`config.mk`:
```
export PLATFORM = sky130hd
export DESIGN_NAME = enemy_hit_ctrl
export DESIGN_NICKNAME = d
export VERILOG_FILES = /design/src/rtl/enemy_hit_ctrl.sv
export SDC_FILE = /design/constraint.sdc
export NUM_CORES = 1
export LEC_CHECK = 0
export ABC_CLOCK_PERIOD_IN_PS = 6500
export CORE_AREA = 5 5 89 91
export DETAILED_ROUTE_END_ITERATION = 6
export DIE_AREA = 0 0 94 96
export GPL_TIMING_DRIVEN = 0
export MAX_ROUTING_LAYER = met4
export SLEW_MARGIN = 20
export SYNTH_ARGS = -nofsm -noshare
export SYNTH_HDL_FRONTEND = slang
export SYNTH_SLANG_ARGS = --single-unit
```
`constraint.sdc`:
```
create_clock -name frame_clk -period 6.5 [get_ports frame_clk]
set_input_delay 1.95 -clock frame_clk [delete_from_list [all_inputs] [get_ports frame_clk]]
set_output_delay 1.95 -clock frame_clk [all_outputs]
set_load 0.05 [all_outputs]
```
`src/rtl/enemy_hit_ctrl.sv`:
```
// Enemy tank controller: bullet/enemy overlap test, explosion and respawn sequencing, kill score.
// Build option: define ENEMY_SCORE_EN to build the saturating 4-digit BCD kill counter on score.
module enemy_hit_ctrl #(
   parameter int         TANK_SIZE      = 32,
   parameter int         BULLET_SIZE    = 8,
   parameter int         EXPLODE_FRAMES = 4,
   parameter int         RESPAWN_FRAMES = 60,
   parameter logic [9:0] SPAWN0_X       = 10'd96,
   parameter logic [9:0] SPAWN1_X       = 10'd304,
   parameter logic [9:0] SPAWN2_X       = 10'd512,
   parameter logic [9:0] SPAWN_Y        = 10'd0
) (
   input  logic        frame_clk,
   input  logic        Reset,
   input  logic        bullet_valid,
   input  logic [9:0]  bullet_x,
   input  logic [9:0]  bullet_y,
   output logic        bullet_kill,
   output logic [9:0]  enemy_x,
   output logic [9:0]  enemy_y,
   output logic        enemy_visible,
   output logic        explode_act,
   output logic [1:0]  explode_frame,
   output logic [15:0] score
);

   typedef enum logic [1:0] {
      ST_ALIVE   = 2'd0,
      ST_EXPLODE = 2'd1,
      ST_DEAD    = 2'd2
   } state_t;

   localparam int PH_W = (EXPLODE_FRAMES > 1) ? $clog2(EXPLODE_FRAMES) : 1;
   localparam int RS_W = (RESPAWN_FRAMES > 1) ? $clog2(RESPAWN_FRAMES) : 1;
   localparam logic [PH_W-1:0] PH_LAST = PH_W'(EXPLODE_FRAMES - 1);
   localparam logic [RS_W-1:0] RS_LAST = RS_W'(RESPAWN_FRAMES - 1);
   localparam logic [10:0]     TANK_W  = 11'(TANK_SIZE);
   localparam logic [10:0]     BUL_W   = 11'(BULLET_SIZE);

   state_t          r_state;
   state_t          w_state_next;
   logic            r_bullet_valid;
   logic [9:0]      r_bullet_x;
   logic [9:0]      r_bullet_y;
   logic [PH_W-1:0] r_phase;
   logic [PH_W-1:0] w_phase_next;
   logic [1:0]      r_frame;
   logic [1:0]      w_frame_next;
   logic [RS_W-1:0] r_dead_cnt;
   logic [RS_W-1:0] w_dead_next;
   logic [1:0]      r_spawn_idx;
   logic [1:0]      w_spawn_next;
   logic [1:0]      w_spawn_adv;
   logic [9:0]      w_spawn_x;
   logic [9:0]      r_enemy_x;
   logic [9:0]      w_enemy_x_next;
   logic [9:0]      r_enemy_y;
   logic [9:0]      w_enemy_y_next;
   logic            r_kill;
   logic            w_kill_next;
   logic            w_hit;
   logic [10:0]     w_bx_ext;
   logic [10:0]     w_by_ext;
   logic [10:0]     w_ex_ext;
   logic [10:0]     w_ey_ext;

   // 11-bit operands so box edge sums never wrap near the 10-bit limit
   assign w_bx_ext = {1'b0, r_bullet_x};
   assign w_by_ext = {1'b0, r_bullet_y};
   assign w_ex_ext = {1'b0, r_enemy_x};
   assign w_ey_ext = {1'b0, r_enemy_y};

   assign w_hit = (r_state == ST_ALIVE) && r_bullet_valid
                  && (w_bx_ext < w_ex_ext + TANK_W) && (w_bx_ext + BUL_W > w_ex_ext)
                  && (w_by_ext < w_ey_ext + TANK_W) && (w_by_ext + BUL_W > w_ey_ext);

   always_comb begin
      w_spawn_adv = (r_spawn_idx == 2'd2) ? 2'd0 : r_spawn_idx + 2'd1;
      case (w_spawn_adv)
         2'd0:    w_spawn_x = SPAWN0_X;
         2'd1:    w_spawn_x = SPAWN1_X;
         default: w_spawn_x = SPAWN2_X;
      endcase
   end

   always_comb begin
      w_state_next   = r_state;
      w_phase_next   = r_phase;
      w_frame_next   = r_frame;
      w_dead_next    = r_dead_cnt;
      w_spawn_next   = r_spawn_idx;
      w_enemy_x_next = r_enemy_x;
      w_enemy_y_next = r_enemy_y;
      w_kill_next    = 1'b0;
      case (r_state)
         ST_ALIVE: begin
            if (w_hit) begin
               w_state_next = ST_EXPLODE;
               w_phase_next = '0;
               w_frame_next = 2'd0;
               w_kill_next  = 1'b1;
            end
         end
         ST_EXPLODE: begin
            if (r_phase == PH_LAST) begin
               w_phase_next = '0;
               w_frame_next = r_frame + 2'd1;
               if (r_frame == 2'd3) begin
                  w_state_next = ST_DEAD;
                  w_dead_next  = '0;
               end
            end else begin
               w_phase_next = r_phase + PH_W'(1);
            end
         end
         ST_DEAD: begin
            if (r_dead_cnt == RS_LAST) begin
               w_state_next   = ST_ALIVE;
               w_dead_next    = '0;
               w_spawn_next   = w_spawn_adv;
               w_enemy_x_next = w_spawn_x;
               w_enemy_y_next = SPAWN_Y;
            end else begin
               w_dead_next = r_dead_cnt + RS_W'(1);
            end
         end
         default: begin
            w_state_next = ST_ALIVE;
         end
      endcase
   end

   always_ff @(posedge frame_clk) begin
      if (Reset) begin
         r_state        <= ST_ALIVE;
         r_bullet_valid <= 1'b0;
         r_bullet_x     <= '0;
         r_bullet_y     <= '0;
         r_phase        <= '0;
         r_frame        <= 2'd0;
         r_dead_cnt     <= '0;
         r_spawn_idx    <= 2'd0;
         r_enemy_x      <= SPAWN0_X;
         r_enemy_y      <= SPAWN_Y;
         r_kill         <= 1'b0;
      end else begin
         r_state        <= w_state_next;
         r_bullet_valid <= bullet_valid;
         r_bullet_x     <= bullet_x;
         r_bullet_y     <= bullet_y;
         r_phase        <= w_phase_next;
         r_frame        <= w_frame_next;
         r_dead_cnt     <= w_dead_next;
         r_spawn_idx    <= w_spawn_next;
         r_enemy_x      <= w_enemy_x_next;
         r_enemy_y      <= w_enemy_y_next;
         r_kill         <= w_kill_next;
      end
   end

   assign bullet_kill   = r_kill;
   assign enemy_x       = r_enemy_x;
   assign enemy_y       = r_enemy_y;
   assign enemy_visible = (r_state == ST_ALIVE);
   assign explode_act   = (r_state == ST_EXPLODE);
   assign explode_frame = r_frame;

`ifdef ENEMY_SCORE_EN
   logic [15:0] r_score;
   logic [15:0] w_score_next;
   logic [3:0]  w_carry;

   // ripple a decimal carry through the four digits; a full 9999 never increments
   assign w_carry[0] = w_hit && (r_score != 16'h9999);

   genvar gi;
   generate
      for (gi = 0; gi < 4; gi++) begin : g_bcd
         if (gi < 3) begin : g_carry
            assign w_carry[gi+1] = w_carry[gi] && (r_score[gi*4 +: 4] == 4'd9);
         end
         assign w_score_next[gi*4 +: 4] = !w_carry[gi] ? r_score[gi*4 +: 4] :
                                          (r_score[gi*4 +: 4] == 4'd9) ? 4'd0 :
                                          r_score[gi*4 +: 4] + 4'd1;
      end
   endgenerate

   always_ff @(posedge frame_clk) begin
      if (Reset) begin
         r_score <= 16'h0000;
      end else begin
         r_score <= w_score_next;
      end
   end

   assign score = r_score;
`else
   assign score = 16'h0000;
`endif

endmodule

```
==> results of run 1 <==
-- cells in the mapped netlist, types with 2 or more instances --
cell type  count
buf_4         32
xnor2_1        3
o21ai_0        7
nand2_1       14
o211a_1        2
and3_1         3
a311oi_1       3
a31oi_1        3
dfxtp_1       38
nand4b_1       2
nor2_1        13
nor2b_1       24
nand3_1        9
inv_1         12
clkbuf_1       5
nor3_1         6
nand4_1        2
o211ai_1       2
a21oi_1        9
ha_1          16
nor4b_1        2
xor2_1         2
-- path summary, 6_finish.rpt --
path                                     from            end  slack, ps
worst max-delay path               r_state[0]    explode_act       2530
worst min-delay path            r_dead_cnt[5]  r_dead_cnt[5]        490
worst max register to register  r_bullet_x[5]     r_phase[0]       3930
worst min register to register  r_dead_cnt[5]  r_dead_cnt[5]        490
-- per-stage QoR --
stage / cell area [µm²] / total power, mW / setup slack [ps] / hold WS (ps)
5_1_grt: 2720 / 0.557 / 2390 / 509
6_report: 2720 / 0.534 / 2530 / 493
3_3_place_gp: 2610 / 0.343 / 2840 / 478
4_1_cts: 2720 / 0.540 / 2500 / 491
3_5_place_dp: 2610 / 0.344 / 2830 / 475
2_1_floorplan: 2170 / 0.325 / 3460 / 449
-- worst max-delay path, cell delays in order (launching register included) --
cell and delay (ps):
dfxtp_1 420, nor2b_1 150, clkbuf_1 290, clkdlybuf4s50_1 880
-- state kept, by name, indices dropped and copies added, names as in the netlist --
signal / flops
bullet_kill: 1
enemy_x: 2
explode_frame: 2
r_bullet_valid: 1
r_bullet_x: 10
r_bullet_y: 10
r_dead_cnt: 6
r_phase: 2
r_spawn_idx: 2
r_state: 2
-- area by class of cell --
cell class / count / area [µm²]
Buffer: 37 / 259
Clock buffer: 5 / 68.8
Clock inverter: 3 / 40.0
Fill cell: 733 / 4340
Inverter: 12 / 45.0
Multi-Input combinational cell: 173 / 1110
Sequential cell: 38 / 761
Tap cell: 99 / 124
Timing Repair Buffer: 31 / 310
-- power by group through the flow --
stage / sequential, mW / combinational (mW) / clock, mW
after global routing: 0.246 / 0.101 / 0.209
after global placement: 0.251 / 0.0925 / 0
after floorplan: 0.249 / 0.0751 / 0
after detailed placement: 0.251 / 0.0934 / 0
final: 0.245 / 0.0937 / 0.195
after CTS: 0.245 / 0.0935 / 0.201
-- per-layer routing --
metal  global-route usage [%]  vias to the layer above
met4                     4.33                        0
li1                         -                      874
met3                     2.42                        7
met1                     11.9                      718
met2                     16.8                       58
met5                        -                        -
-- logic make-up after synthesis --
kind of cell / after synthesis / synth area share [%]
AO/OA/AOI/OAI: 37 / 12.9
XOR/XNOR: 5 / 2.13
adder cells (fa/ha/maj): 16 / 9.71
buffers and inverters: 49 / 14.8
flip-flops: 38 / 36.9
other: 1 / 0.182
AND/OR/NAND/NOR: 84 / 23.4
==> results.sh, run 1 <==
export IMPL_pwr_share_seq_pct=45.9
export IMPL_yosysSeqAreaShare_pct=36.9
export IMPL_holdCritPathClass="reg -> reg"
export IMPL_cts_htree_levels=2
export IMPL_routabilityCongestion=0.886
export IMPL_critPathRequiredTime_ps=4550
export IMPL_syn2layout_area_growth_pct=31.8
export IMPL_first_pass_iters=4
export IMPL_end_kind="output port"
export IMPL_antenna_cells=0
export IMPL_p_clk_share_pct=36.5
export IMPL_drc=0
export IMPL_grt_pass1_wl_um=6980
export IMPL_syn_area_um2=2060
export IMPL_criticalPathCategory="reg -> out"
export IMPL_fin_setup_tns_ps=0
export IMPL_wl_um=4150
export IMPL_fin_util_pct=38.5
export IMPL_synth_area_per_cell_um2=8.96
export IMPL_setup_viol_count_final=0
export IMPL_highest_layer="met4"
export IMPL_fmax_ghz=0.252
export IMPL_layoutNonFillerInstCount=398
export IMPL_final_nets=337
export IMPL_portBuffers=31
export IMPL_clock_path_buffers=2
export IMPL_post_drt_wl_per_cell_um=10.4
export IMPL_min_path_cells=1
export IMPL_vias_per_cell=4.16
export IMPL_die_y_um=96
export IMPL_layout_common_cells="dfxtp_1 (38), buf_4 (32), conb_1 (31), clkdlybuf4s50_1 (31), nor2b_1 (24)"
export IMPL_path_clk_slew_ps=80
export IMPL_synth_top_cell_by_area="dfxtp_1"
export IMPL_cts_setup_buffers=0
export IMPL_initial_utilization_pct=29.2
export IMPL_overflow=0
export IMPL_p_comb_share_pct=17.5
export IMPL_outcome="finished, final reports clean"
export IMPL_via_count=1657
export IMPL_met3_length_um=245
export IMPL_postCtsHoldBufs=0
export IMPL_hold_viol=0
export IMPL_ys_top_cells_by_area="dfxtp_1 (37%), buf_4 (12%), ha_1 (9.7%)"
export IMPL_track_usage_pct=10.2
export IMPL_power_density_nw_per_um2=197
export IMPL_layout_cells_most_common="dfxtp_1"
export IMPL_finalMaxSlewViolations=0
export IMPL_ir_drop_uv=75.1
export IMPL_reg2regPathDepth=10
export IMPL_grt_max_degree=13
export IMPL_leakagePower_nw=1.22
export IMPL_maxSlewHeadroom_pct=64.8
export IMPL_antenna_found_initial=0
export IMPL_cp_arrival_ps=2020
export IMPL_grt_pass1_vias=1572
export IMPL_yosys_cell_types_count=43
export IMPL_dr_wl_met2_um=1850
export IMPL_antenna_left=0
export IMPL_layout_drive_gt1_share_pct=15.1
export IMPL_std_cell_rows=31
export IMPL_cts_tree="yes"
export IMPL_worstSetupStartpointType="flip-flop"
export IMPL_numCtsBuffers=5
export IMPL_synthCells=230
export IMPL_die_x_um=94
export IMPL_power_internal_mw=0.388
export IMPL_clock_sinks=38
export IMPL_fin_skew_ps=5.10
export IMPL_rsz0062_at_grt="no"
export IMPL_finalCriticalPeriod_ps=3970
export IMPL_ys_flop_type="dfxtp_1"
export IMPL_design_core_area_um2=7060
export IMPL_wl_met1_um=1980
export IMPL_synth_seq_cells=38
export IMPL_die_area_um2=9020
export IMPL_drv_cap=0
export IMPL_worstSkewPairLatency_ps=290
export IMPL_dr_first_iter_drc_count=106
export IMPL_finalCritPeriodShare_pct=61.2
export IMPL_swShare_pct=27.3
export IMPL_synth_edff_count=0
export IMPL_worst_slew_pin_slew_ps=527
export IMPL_power_switching_mw=0.146
export IMPL_yosys_warnings=0
export IMPL_cts_root_buf="clkbuf_8"
export IMPL_boundaryPins=64
export IMPL_async_reset_ff_share_pct=0
export IMPL_cp_max_fo=8
export IMPL_yosys_area_top_type_share_pct=36.9
export IMPL_cts_resized=0
export IMPL_hpwl_um=3360
export IMPL_dp_cells=390
Note: power is estimated with default switching activity, not from simulation.
==> run 2: changes to the inputs <==
--- a/config.mk
+++ b/config.mk
@@ -5,7 +5,7 @@
 export SDC_FILE = /design/constraint.sdc
 export NUM_CORES = 1
 export LEC_CHECK = 0
-export ABC_CLOCK_PERIOD_IN_PS = 6500
+export ABC_CLOCK_PERIOD_IN_PS = 3600
 export CORE_AREA = 5 5 89 91
 export DETAILED_ROUTE_END_ITERATION = 6
 export DIE_AREA = 0 0 94 96
==> constraint.sdc (replaced) <==
create_clock -name frame_clk -period 3.6 [get_ports frame_clk]
set_input_delay 1.08 -clock frame_clk [delete_from_list [all_inputs] [get_ports frame_clk]]
set_output_delay 1.08 -clock frame_clk [all_outputs]
set_load 0.05 [all_outputs]
==> results of run 2 <==
Same layout as run 1 (identical final DEF). Status: finished, final reports clean.
Main changes from that run: setup slack after placement 2830 ps -> 801 ps; setup slack after layout 2530 ps -> 495 ps; register-to-register setup slack 3930 ps -> 1030 ps; total power 0.534 mW -> 0.965 mW; worst IR drop on VDD 75.1 µV -> 136 µV
